===== config.mk =====
export PLATFORM = sky130hd
export DESIGN_NAME = seq_ctrl
export DESIGN_NICKNAME = d
export VERILOG_FILES = /design/src/rtl/seq_ctrl_pkg.sv /design/src/rtl/seq_ctrl_sat_counter.sv /design/src/rtl/seq_ctrl.sv
export SDC_FILE = /design/constraint.sdc
export NUM_CORES = 1
export LEC_CHECK = 0
export CORE_MARGIN = 5
export CORE_UTILIZATION = 45
export CTS_CLUSTER_SIZE = 20
export DETAILED_ROUTE_END_ITERATION = 16
export PLACE_DENSITY = 0.7
export SETUP_SLACK_MARGIN = 0.15
export SLEW_MARGIN = 30
export SYNTH_ARGS = -nofsm -noshare
export SYNTH_HDL_FRONTEND = slang
export SYNTH_HIERARCHICAL = 1
export SYNTH_SLANG_ARGS = --single-unit
export TNS_END_PERCENT = 1

===== constraint.sdc =====
create_clock -name clk -period 3.05 [get_ports clk]
set_input_delay 0.61 -clock clk [delete_from_list [all_inputs] [get_ports clk]]
set_output_delay 0.61 -clock clk [all_outputs]
set_load 0.01 [all_outputs]

===== src/rtl/seq_ctrl_pkg.sv =====
// Shared definitions for the multi-cycle sequencer.
//   state_t   : sequencer state encoding (3 bits, IDLE = 0)
//   CNT_W_DEF : default width of the cycle / retired-instruction counters
//   PC_SEQ/PC_BR : pc_sel encoding (sequential PC vs branch target)
package seq_ctrl_pkg;

    typedef enum logic [2:0] {
        IDLE   = 3'd0,
        FETCH  = 3'd1,
        DECODE = 3'd2,
        EXEC   = 3'd3,
        MEM    = 3'd4,
        WB     = 3'd5,
        HALT   = 3'd6
    } state_t;

    localparam int unsigned CNT_W_DEF = 32;

    localparam logic PC_SEQ = 1'b0;
    localparam logic PC_BR  = 1'b1;

endpackage


===== src/rtl/seq_ctrl_sat_counter.sv =====
// Saturating up-counter: holds at all-ones instead of wrapping.
//   clk : clock, rising edge
//   rst : synchronous active-high reset, clears the count
//   inc : increment request for this cycle
//   cnt : current count (W bits)
module sat_counter #(
    parameter int unsigned W = 8
) (
    input  logic         clk,
    input  logic         rst,
    input  logic         inc,
    output logic [W-1:0] cnt
);

    logic [W-1:0] cnt_q;
    logic [W-1:0] cnt_d;

    always_comb begin
        cnt_d = cnt_q;
        if (inc && (cnt_q != '1)) begin
            cnt_d = cnt_q + 1'b1;
        end
    end

    always_ff @(posedge clk) begin
        if (rst) begin
            cnt_q <= '0;
        end else begin
            cnt_q <= cnt_d;
        end
    end

    assign cnt = cnt_q;

endmodule


===== src/rtl/seq_ctrl.sv =====
// Multi-cycle sequencer: steps each instruction through FETCH, DECODE,
// EXEC, optional MEM and WB, driving the datapath enables per state,
// owning the data-memory handshake and halt, and counting active cycles
// and retired instructions.
//   clk, rst           : clock and synchronous active-high reset
//   run                : start request, sampled only in IDLE
//   is_load, is_store,
//   is_halt, wren      : decoder outputs for the current instruction
//   br_taken           : ALU branch outcome, sampled in EXEC
//   dm_ack             : data memory completes the pending access
//   ir_we, pc_we,
//   pc_sel, rf_we      : datapath enables
//   dm_req, dm_we      : data-memory request / direction
//   halted             : core stopped by a halt instruction
//   cycle_cnt, instret : saturating bring-up counters
module seq_ctrl
    import seq_ctrl_pkg::*;
#(
    parameter int unsigned CNT_W = CNT_W_DEF
) (
    input  logic             clk,
    input  logic             rst,
    input  logic             run,
    input  logic             is_load,
    input  logic             is_store,
    input  logic             is_halt,
    input  logic             wren,
    input  logic             br_taken,
    input  logic             dm_ack,
    output logic             ir_we,
    output logic             pc_we,
    output logic             pc_sel,
    output logic             rf_we,
    output logic             dm_req,
    output logic             dm_we,
    output logic             halted,
    output logic [CNT_W-1:0] cycle_cnt,
    output logic [CNT_W-1:0] instret
);

    state_t state_q;
    state_t state_d;
    logic   br_q;
    logic   br_d;
    logic   cyc_inc;

    always_ff @(posedge clk) begin
        if (rst) begin
            state_q <= IDLE;
            br_q    <= 1'b0;
        end else begin
            state_q <= state_d;
            br_q    <= br_d;
        end
    end

    always_comb begin
        state_d = state_q;
        br_d    = br_q;
        ir_we   = 1'b0;
        pc_we   = 1'b0;
        pc_sel  = PC_SEQ;
        rf_we   = 1'b0;
        dm_req  = 1'b0;
        dm_we   = 1'b0;
        halted  = 1'b0;

        case (state_q)
            IDLE: begin
                if (run) begin
                    state_d = FETCH;
                end
            end
            FETCH: begin
                state_d = DECODE;
            end
            DECODE: begin
                ir_we   = 1'b1;
                // Halt takes priority over any memory op flagged alongside it.
                state_d = is_halt ? HALT : EXEC;
            end
            EXEC: begin
                br_d    = br_taken;
                state_d = (is_load || is_store) ? MEM : WB;
            end
            MEM: begin
                dm_req = 1'b1;
                dm_we  = is_store;
                if (dm_ack) begin
                    if (is_store) begin
                        // Stores have nothing to write back: retire here.
                        pc_we   = 1'b1;
                        pc_sel  = PC_SEQ;
                        state_d = FETCH;
                    end else begin
                        state_d = WB;
                    end
                end
            end
            WB: begin
                rf_we   = wren && !is_store;
                pc_we   = 1'b1;
                pc_sel  = br_q ? PC_BR : PC_SEQ;
                state_d = FETCH;
            end
            HALT: begin
                halted = 1'b1;
            end
            default: begin
                state_d = IDLE;
            end
        endcase
    end

    assign cyc_inc = (state_q != IDLE) && (state_q != HALT);

    sat_counter #(.W(CNT_W)) u_cycle_cnt (
        .clk (clk),
        .rst (rst),
        .inc (cyc_inc),
        .cnt (cycle_cnt)
    );

    sat_counter #(.W(CNT_W)) u_instret (
        .clk (clk),
        .rst (rst),
        .inc (pc_we),
        .cnt (instret)
    );

endmodule


==> flow_metrics.tcl <==
set metrics [dict create \
    required_ns 2.44 \
    wirelength_um 9774 \
    grt_max_degree 39 \
    async_reset_ff_share_pct 0 \
    design_area_um2 4770 \
    cts-root-buf "clkbuf_8" \
    ys_ff_latch 68 \
    nFillCells 717 \
    crit_type "in -> out" \
    ff_latch_area_um2 1361 \
    grtUsageTotal_pct 19.17 \
    timing.fmax_mhz 365.0 \
    cts.sinks 68 \
    crit_buf_inv 3 \
    clkLatencyLatePin_ns 0.34 \
    fin_util_pct 61.40 \
    yosysTopAreaCell "dfxtp_1" \
    rows 32 \
    drv_cap 0 \
    synth_ff_type "dfxtp_1" \
    gp_congestion 0.8110 \
    route.detailed.wl_per_inst_um 15.71 \
    cp_cell_sequence "clkdlybuf4s50_1 -> nand2_1 -> a21oi_1 -> buf_4 -> clkdlybuf4s50_1" \
    synthCells 434 \
    finalCritPeriodShare_pct 89.84 \
    final_cell_mix "clkdlybuf4s50_1 (78), dfxtp_1 (68), a21oi_1 (48), nor2_1 (35), nand3_1 (27)" \
    multi_input_area_um2 2140 \
    post_cts_resized 0 \
    status "complete, no violations" \
    worstPathMaxFanout 4 \
    finalMaxSlewViolations 0 \
    cpMostUsedCell "clkdlybuf4s50_1" \
    grt_overflow 0 \
    fin_nets 526 \
    synth_area_leaders "dfxtp_1 (38%), a21oi_1 (6.7%), o31ai_1 (5.0%)" \
    clock_skew_ns 0.008428 \
    post_cts_buffers 0 \
    post-place-cells 606 \
    cts_tree "done" \
    detailedRoute.firstIterationViolations 170 \
    antenna_cells 0 \
    start_util_pct 46.42 \
    grt_setup_unrepaired "no" \
    grt_pass1_vias 3367 \
    slowest_stage "clkdlybuf4s50_1" \
    port_buffers 79 \
    p_leak_nw 1.445 \
    synth_warnings 6 \
    mappedNetlistNets 445 \
    timing.critical_path.slowest_cell_delay_ns 0.56 \
    syn_avg_cell_area_um2 8.309 \
    worstSetupEndpointType "output port" \
    synth_edf_count 0 \
    final_layout_size_suffix_gt1_share_pct 10.19 \
    h-tree-depth 3 \
    clk_path_buf_depth 2 \
    slew_headroom_pct 53.16 \
    drc 0 \
    worst_pin_slew_ns 0.7026 \
    via_per_inst 6.014 \
    cts_hold_buf 0 \
    antenna_found_initial 0 \
    p_total_mw 1.865 \
    mostFrequentLayoutCell "clkdlybuf4s50_1" \
    ir_drop_mv 0.3131 \
    min_period_ns 2.740 \
    die_w_um 99.52 \
    powerDensity_nw_per_um2 391.1 \
    io_pins 80 \
    cp_top_family "buffers and inverters" \
    dpl-instance-area_um2 4554 \
    netlist.area_leader.share_pct 37.75 \
    drtPass1Iterations 4 \
    hp-class "reg -> reg" \
    worstPathArrival_ns 2.13 \
    final_cells 622 \
    setup_violations 0 \
    cts_buffers 9 \
    grt_pass1_wl_um 15940 \
    ys_seq_area_share_pct 37.75 \
    fp.coreArea_um2 7767 \
    die_area_um2 9903 \
    netlist_area_um2 3606 \
    ant_nets 0 \
    vias 3741 \
    cts.clk_slew.worst_paths_ns 0.08 \
    syn_to_final_growth_pct 32.27 \
    start_kind "input port" \
    hpwl_um 6878 \
    final.setup.tns_ns 0 \
    dieHeight_um 99.52 \
    yosysUniqueCellTypes 45 \
    finalHoldViolCount 0 \
]
per-stage QoR:
stage,setup WS (ns),hold WS (ns)
3_3_place_gp,0.2002,0.4784
5_1_grt,0.1692,0.5311
6_report,0.3099,0.5021
2_1_floorplan,0.3102,0.4544
3_5_place_dp,0.1587,0.4944
4_1_cts,0.2996,0.5050
final timing paths:
path                     startpoint                   to  slack, ns  depth (start not counted)
hold reg to reg   u_instret/cnt[23]    u_instret/cnt[23]       0.50                          2
setup / recovery           is_store                pc_we       0.31                          5
hold / removal    u_instret/cnt[23]    u_instret/cnt[23]       0.50                          2
setup reg to reg         state_q[1]  u_cycle_cnt/cnt[31]       0.61                          8
synth_stat cells, drive strengths merged (3+ instances only):
library cell	number
a2111oi	4
a21oi	49
a31oi	3
and3	10
and4	8
buf	7
clkbuf	16
dfxtp	68
inv	6
mux2	4
mux2i	3
nand2	23
nand2b	3
nand3	29
nand4	20
nor2	35
nor2b	4
nor3	4
nor3b	4
nor4	10
o21ai	19
o31ai	24
or3	23
or3b	3
or4	24
xnor2	12
layer usage:
metal | track usage [%] | share of wire [%] | up-vias
met1 | 25.70 | 48 | 1793
met4 | 7.458 | 1.4 | 0
met2 | 30.37 | 45 | 111
li1 | - | - | 1825
met3 | 3.787 | 5.4 | 12
met5 | 0 | 0 | -
report_power, final:
part | switching [mW] | internal (mW)
sequential | 0.0225 | 0.899
clock | 0.361 | 0.457
combinational | 0.0674 | 0.0574
total | 0.451 | 1.41
area by class of cell:
| class | count | area share [%] |
|---|---|---|
| clock inverters | 7 | 1.915 |
| clock buffers | 9 | 2.597 |
| inverters | 6 | 0.4722 |
| well taps | 102 | 2.676 |
| repair buffers | 93 | 18.94 |
| multi-input cells | 337 | 44.86 |
| flip-flops and latches | 68 | 28.54 |
cell families after synthesis:
logic type	count (synthesis)	share of synthesized area (%)
buffers and inverters	29	3.262
DFF	68	37.75
adders and majority gates	2	0.6939
xor gates and xnor gates	14	3.400
muxes	7	2.082
AOI/OAI and AO/OA	108	19.15
and+or+nand+nor	206	33.66
worst register-to-register path: stages (launching register included):
cell	delay, ns
dfxtp_1	0.41
nand2b_1	0.26
nand3_1	0.27
nand4_1	0.22
nor4_2	0.26
buf_4	0.18
nand4_1	0.09
nor4_1	0.28
mux2_2	0.37
sequential cells by signal (all words and copies together) (netlist names):
name             cells
br_q                 1
state_q              3
u_cycle_cnt/cnt     32
u_instret/cnt       32
(Power assumes the default switching activity.)
